--- src/rtl/tag_ram_pkg.sv ---
// tag_ram_pkg: shared types and helpers for the multi-way tag store.
package tag_ram_pkg;
  typedef enum logic [1:0] {
    ST_RESET,
    ST_CLEAR,
    ST_IDLE
  } state_t;
  function automatic int clog2(input int n);
    int r;
    r = 0;
    while ((1 << r) < n) r++;
    return r;
  endfunction
endpackage

--- src/rtl/tag_way_ram.sv ---
// tag_way_ram: one way of tag storage; synchronous write, latched read address so a
// same-edge write is visible to the read (write-first).
module tag_way_ram #(
  parameter int AWIDTH = 3,
  parameter int DWIDTH = 15
) (
  input  logic              clock,
  input  logic              wr_en,
  input  logic [AWIDTH-1:0] wr_addr,
  input  logic [DWIDTH-1:0] wr_data,
  input  logic              rd_en,
  input  logic [AWIDTH-1:0] rd_addr,
  output logic [DWIDTH-1:0] rd_data
);
  localparam int DEPTH = 1 << AWIDTH;
  logic [DWIDTH-1:0] mem [DEPTH];
  logic [AWIDTH-1:0] addr_q;
  always_ff @(posedge clock) begin
    if (wr_en) mem[wr_addr] <= wr_data;
    if (rd_en) addr_q <= rd_addr;
  end
  assign rd_data = mem[addr_q];
endmodule

--- src/rtl/tag_ram_nway.sv ---
// tag_ram_nway: N-way tag store with registered hit/miss lookup, per-set round-robin
// victim pointer and a hardware invalidate sweep after reset or on request.
module tag_ram_nway
  import tag_ram_pkg::*;
#(
  parameter int AWIDTH = 3,
  parameter int TWIDTH = 14,
  parameter int WAYS = 2,
  localparam int DEPTH = 1 << AWIDTH,
  localparam int WWIDTH = clog2(WAYS) < 1 ? 1 : clog2(WAYS)
) (
  input  logic              clock,
  input  logic              reset_n,
  input  logic              lookup_valid,
  input  logic [AWIDTH-1:0] lookup_index,
  input  logic [TWIDTH-1:0] lookup_tag,
  output logic              resp_valid,
  output logic              hit,
  output logic [WWIDTH-1:0] hit_way,
  output logic [WWIDTH-1:0] victim_way,
  input  logic              fill_en,
  input  logic [AWIDTH-1:0] fill_index,
  input  logic [WWIDTH-1:0] fill_way,
  input  logic [TWIDTH-1:0] fill_tag,
  input  logic              inv_all,
  output logic              busy
);
  state_t state, state_nx;
  logic [AWIDTH-1:0] cnt, cnt_nx, idx_q;
  logic [TWIDTH-1:0] tag_q;
  logic clr, look, fill, lk_q;
  logic [WAYS-1:0] vld, match;
  logic [TWIDTH:0] rd [WAYS];
  logic [WWIDTH-1:0] hit_way_nx, inv_way, victim_nx, rr_cur;
  always_comb begin
    state_nx = state == ST_RESET ? ST_CLEAR :
               state == ST_CLEAR ? (cnt == '1 ? ST_IDLE : ST_CLEAR) :
               inv_all ? ST_CLEAR : ST_IDLE;
    cnt_nx = state == ST_CLEAR ? cnt + 1'b1 : '0;
    busy = state != ST_IDLE;
    clr = state == ST_CLEAR;
    look = !busy && reset_n && lookup_valid;
    fill = !busy && reset_n && fill_en;
  end
  always_ff @(posedge clock) begin
    if (!reset_n) begin
      state <= ST_RESET;
      cnt <= '0;
    end else begin
      state <= state_nx;
      cnt <= cnt_nx;
    end
  end
  always_ff @(posedge clock) begin
    lk_q <= look;
    if (look) begin
      idx_q <= lookup_index;
      tag_q <= lookup_tag;
    end
  end
  for (genvar w = 0; w < WAYS; w++) begin : g_way
    tag_way_ram #(.AWIDTH(AWIDTH), .DWIDTH(TWIDTH + 1)) u_ram (
      .clock   (clock),
      .wr_en   (clr || (fill && (WAYS == 1 || fill_way == WWIDTH'(w)))),
      .wr_addr (clr ? cnt : fill_index),
      .wr_data (clr ? '0 : {1'b1, fill_tag}),
      .rd_en   (look),
      .rd_addr (lookup_index),
      .rd_data (rd[w])
    );
    assign vld[w] = rd[w][TWIDTH];
    assign match[w] = vld[w] && rd[w][TWIDTH-1:0] == tag_q;
  end
  // Round-robin pointers only exist when there is more than one way to choose from.
  if (WAYS > 1) begin : g_rr
    logic [WWIDTH-1:0] rr [DEPTH];
    always_ff @(posedge clock) begin
      if (clr) rr[cnt] <= '0;
      else if (fill && fill_way == rr[fill_index]) rr[fill_index] <= rr[fill_index] + 1'b1;
    end
    assign rr_cur = rr[idx_q];
  end else begin : g_no_rr
    assign rr_cur = '0;
  end
  always_comb begin
    hit_way_nx = '0;
    inv_way = '0;
    for (int i = WAYS - 1; i >= 0; i--) begin
      if (match[i]) hit_way_nx = WWIDTH'(i);
      if (!vld[i]) inv_way = WWIDTH'(i);
    end
    victim_nx = &vld ? rr_cur : inv_way;
  end
  always_ff @(posedge clock) begin
    if (!reset_n) begin
      resp_valid <= 1'b0;
      hit <= 1'b0;
      hit_way <= '0;
      victim_way <= '0;
    end else begin
      resp_valid <= lk_q;
      if (lk_q) begin
        hit <= |match;
        hit_way <= hit_way_nx;
        victim_way <= victim_nx;
      end
    end
  end
  always_ff @(posedge clock)
    if (reset_n && lk_q) assert ($onehot0(match)) else $error("tag_ram_nway: multiple ways hit in set %0d", idx_q);
endmodule

--- config.mk ---
export PLATFORM = sky130hd
export DESIGN_NAME = tag_ram_nway
export DESIGN_NICKNAME = d
export VERILOG_FILES = /design/src/rtl/tag_ram_pkg.sv /design/src/rtl/tag_way_ram.sv /design/src/rtl/tag_ram_nway.sv
export SDC_FILE = /design/constraint.sdc
export NUM_CORES = 1
export LEC_CHECK = 0
export CAP_MARGIN = 15
export CORE_MARGIN = 8
export CORE_UTILIZATION = 55
export CTS_CLUSTER_DIAMETER = 120
export DETAILED_ROUTE_END_ITERATION = 7
export PLACE_DENSITY = 0.73
export SLEW_MARGIN = 20
export SYNTH_ARGS = -nofsm -noshare
export SYNTH_HDL_FRONTEND = slang
export SYNTH_HIERARCHICAL = 1
export SYNTH_SLANG_ARGS = --single-unit
--- constraint.sdc ---
create_clock -name clock -period 3.08 [get_ports clock]
set_input_delay 0.616 -clock clock [delete_from_list [all_inputs] [get_ports clock]]
set_output_delay 0.616 -clock clock [all_outputs]
set_load 0.005 [all_outputs]
==> flow_metrics.py <==
metrics = {
    "outcome": {
        "outcome": "completed",
    },
    "place": {
        "numPlacedInstances": 905,
        "gp_congestion": 0.825,
        "dp_hpwl_mm": 14.5,
        "io_buffers": 44,
    },
    "synthesis": {
        "syn_area_per_cell_sq_um": 20.6,
        "synth_compound_area_share_pct": 0.375,
        "synth-seq-cells": 290,
        "yosysWarnings": 6,
        "ys_seq_area_share_pct": 72.9,
        "syn_inst": 566,
        "synth_adder_area_share_pct": 0.214,
        "synth.distinct_cells": 36,
        "syn_area_sq_um": 11700,
        "muxShareOfSynthArea_pct": 18.7,
        "yosys.area_share.simple_pct": 4.57,
        "synth_xor_xnor_area_share_pct": 2.10,
        "synth_top_family_by_area": "multiplexers",
        "synth_nets": 608,
    },
    "worst_setup_path": {
        "cp_slowest_cell": "mux4_1",
        "critPathArrivalTime_ns": 3.25,
        "timing.critical_path.buf_inv": 1,
        "crit_cells": 8,
        "worstRegToRegCells": 8,
        "worstReg2RegEnd": "hit_way",
        "crit_chain": "buf_12, mux4_1, mux2_2, xor2_1, nor4_1, nand2_1, or4_1, a21oi_1",
        "cp.required_ns": 3.54,
        "slowest_delay_ns": 0.59,
        "path_delay_family": "multiplexers",
        "critical_path_class": "flip-flop to flip-flop",
        "crit_fanout": 30,
        "endpoint": "hit_way",
        "end_kind": "flip-flop",
        "r2r_slack_ns": 0.29,
        "start_kind": "flip-flop",
    },
    "floorplanning": {
        "ios": 45,
        "die_area_sq_um": 26200,
        "placeableCoreArea_sq_um": 21000,
        "die_y_um": 162,
        "rows": 53,
        "die_x_um": 162,
        "initial_core_util_pct": 55.8,
    },
    "layout": {
        "seqCellArea_sq_um": 8520,
        "fin_nets": 703,
        "drive_above_1_share_pct": 19.2,
        "antenna_cells": 0,
        "area_delta_synth_final_pct": 16.2,
        "fill_cells": 1402,
        "multi_input_area_sq_um": 3060,
        "final_cells": 957,
    },
    "clock_tree": {
        "post_cts_buffers": 0,
        "htreeDepth": 1,
        "cts_tree": "built",
        "cts.sinks": 290,
        "clkTransAtPathRegs_ns": 0.06,
        "cts-root-buf": "clkbuf_16",
        "clock_latency_ns": 0.53,
        "cts-hold-fix-buffers": 0,
        "post_cts_resized": 0,
        "clock_path_buffers": 3,
        "cts-buffers-inserted": 29,
    },
    "detailed_routing": {
        "avgViaCountPerCell": 5.92,
        "dr.pass1.iters": 5,
        "drc_errors": 0,
        "drt_iter0_drc": 417,
        "vias": 5663,
        "wl_per_cell_um": 24.6,
        "ant_nets": 0,
        "wirelength_mm": 23.5,
    },
    "power_and_ir_drop": {
        "total_power_w": 0.00794,
        "leakagePower_nw": 4.68,
        "ir_drop_v": 0.000366,
        "power_density_nw_per_um2": 585,
    },
    "sta": {
        "finalHoldViolCount": 0,
        "max_freq_mhz": 358,
        "timing.final.crit_share_pct": 90.6,
        "slew_viol_final": 0,
        "finClkSkew_ns": 0.00955,
        "rsz0062_at_grt": "false",
        "setup_violations": 0,
        "worst_pin_slew_ns": 1.09,
        "relSlewSlack_pct": 27.3,
        "fin_crit_ns": 2.79,
    },
    "global_route": {
        "grt-ovfl-total": 0,
        "grt_pass1_wl_mm": 35.8,
        "grt_start_max_net_pins": 31,
        "grt_pass1_vias": 6103,
        "grt_use_total_pct": 18.1,
        "antenna_found_initial": 0,
    },
    "hold_path": {
        "worst_hold_path_type": "flip-flop to flip-flop",
    },
    "flow_run": {
        "maxCapViolations": 0,
    },
}
## synth_stat cells
master | instances | area share, %
or4_1 | 1 | 0.064
nand2b_1 | 9 | 0.48
clkbuf_2 | 2 | 0.086
nand2_1 | 27 | 0.87
nor2b_1 | 20 | 1.1
o21ai_0 | 1 | 0.043
nand3_1 | 3 | 0.13
mux2i_1 | 5 | 0.43
nor2_2 | 2 | 0.11
and3_1 | 2 | 0.11
nor3_1 | 5 | 0.21
inv_1 | 4 | 0.13
buf_6 | 6 | 0.58
and2_1 | 2 | 0.11
mux4_2 | 3 | 0.58
a21bo_2 | 1 | 0.086
mux4_1 | 60 | 13
ha_1 | 2 | 0.21
nand4_1 | 4 | 0.21
mux2_2 | 40 | 3.9
mux2_1 | 1 | 0.096
nand4b_1 | 2 | 0.15
a32o_1 | 1 | 0.086
a21o_2 | 1 | 0.075
xnor2_1 | 21 | 1.6
mux2_4 | 2 | 0.26
a21oi_1 | 2 | 0.086
or2_2 | 1 | 0.054
xor2_1 | 7 | 0.52
clkbuf_1 | 8 | 0.26
dfxtp_1 | 19 | 3.3
edfxtp_1 | 271 | 70
nor4_1 | 5 | 0.27
buf_1 | 2 | 0.064
clkinv_1 | 1 | 0.032
nor2_1 | 23 | 0.74
## how the worst min path moves through the flow
stage | from | cells after the start | endpoint | slack (ns)
2_1_floorplan | idx_q[0] | 2 | flip-flop | 0.42
3_3_place_gp | idx_q[0] | 2 | flip-flop | 0.43
3_5_place_dp | idx_q[1] | 2 | flip-flop | 0.44
4_1_cts | idx_q[1] | 2 | flip-flop | 0.45
5_1_grt | idx_q[1] | 2 | flip-flop | 0.48
6_report | idx_q[2] | 2 | flip-flop | 0.45
## metal layers
metal / vias up / global-route usage [%] / wire length (um)
li1: 2516 / - / -
met1: 2917 / 24.1 / 9980
met2: 194 / 30.2 / 11600
met3: 36 / 3.01 / 1460
met4: 0 / 5.68 / 476
met5: - / 0 / 0
## through the flow
stage | TNS (ns) | instance area [sq um] | setup slack, ns | util (%) | hold WS [ns]
global route | 0 | 13600 | 0.207 | 64.8 | 0.478
global placement | 0 | 12700 | 0.0259 | 60.6 | 0.426
detailed placement | -0.151 | 12700 | -0.0431 | 60.6 | 0.438
CTS | 0 | 13600 | 0.321 | 64.8 | 0.452
finish | 0 | 13600 | 0.288 | 64.8 | 0.447
floorplan | 0 | 11700 | 0.245 | - | 0.415
## final cells by class
type                    instances  share of cell area [%]
well taps                     275                    2.53
flip-flops and latches        290                    62.7
multi-input cells             253                    22.6
clock inverters                16                   0.875
repair buffers                 82                    5.62
clock buffers                  36                    5.54
inverters                       5                   0.138
## state kept, by name, summed over array words and instances (netlist names), named ones only
signal and flops:
idx_q 3, cnt 3, tag_q 14, g_way.u_ram/addr_q 6
state 2, g_way.u_ram/mem 240, victim_way 1, lk_q 1
hit 1, g_rr.rr 8, hit_way 1, resp_valid 1
## cells in the final DEF, fill, tap and decap left out, drive strengths merged, types with 3 or more instances in the layout
cell type        n
edfxtp         271
mux4            63
clkdlybuf4s50   44
mux2            43
buf             38
clkbuf          36
nand2           27
nor2            25
xnor2           21
nor2b           20
dfxtp           19
clkinv          15
nand2b           9
xor2             7
mux2i            5
nor4             5
nor3             5
inv              4
nand4            4
nand3            3
## power by group
group	internal (W)	switching, W
sequential	0.00439	0.0000170
clock	0.00188	0.00137
combinational	0.000119	0.000164
total	0.00639	0.00155
## tightest hold or removal path: stages (launching register included)
cell	delay, ns
edfxtp_1	0.32
nand2_1	0.05
nand2_1	0.06
## cell families after synthesis
group / after synthesis
AO/OA/AOI/OAI: 6
XOR/XNOR: 28
adder cells (fa/ha/maj): 2
buffers and inverters: 23
flip-flops: 290
multiplexers: 111
AND/OR/NAND/NOR: 106
Note: power is estimated with default switching activity, not from simulation.
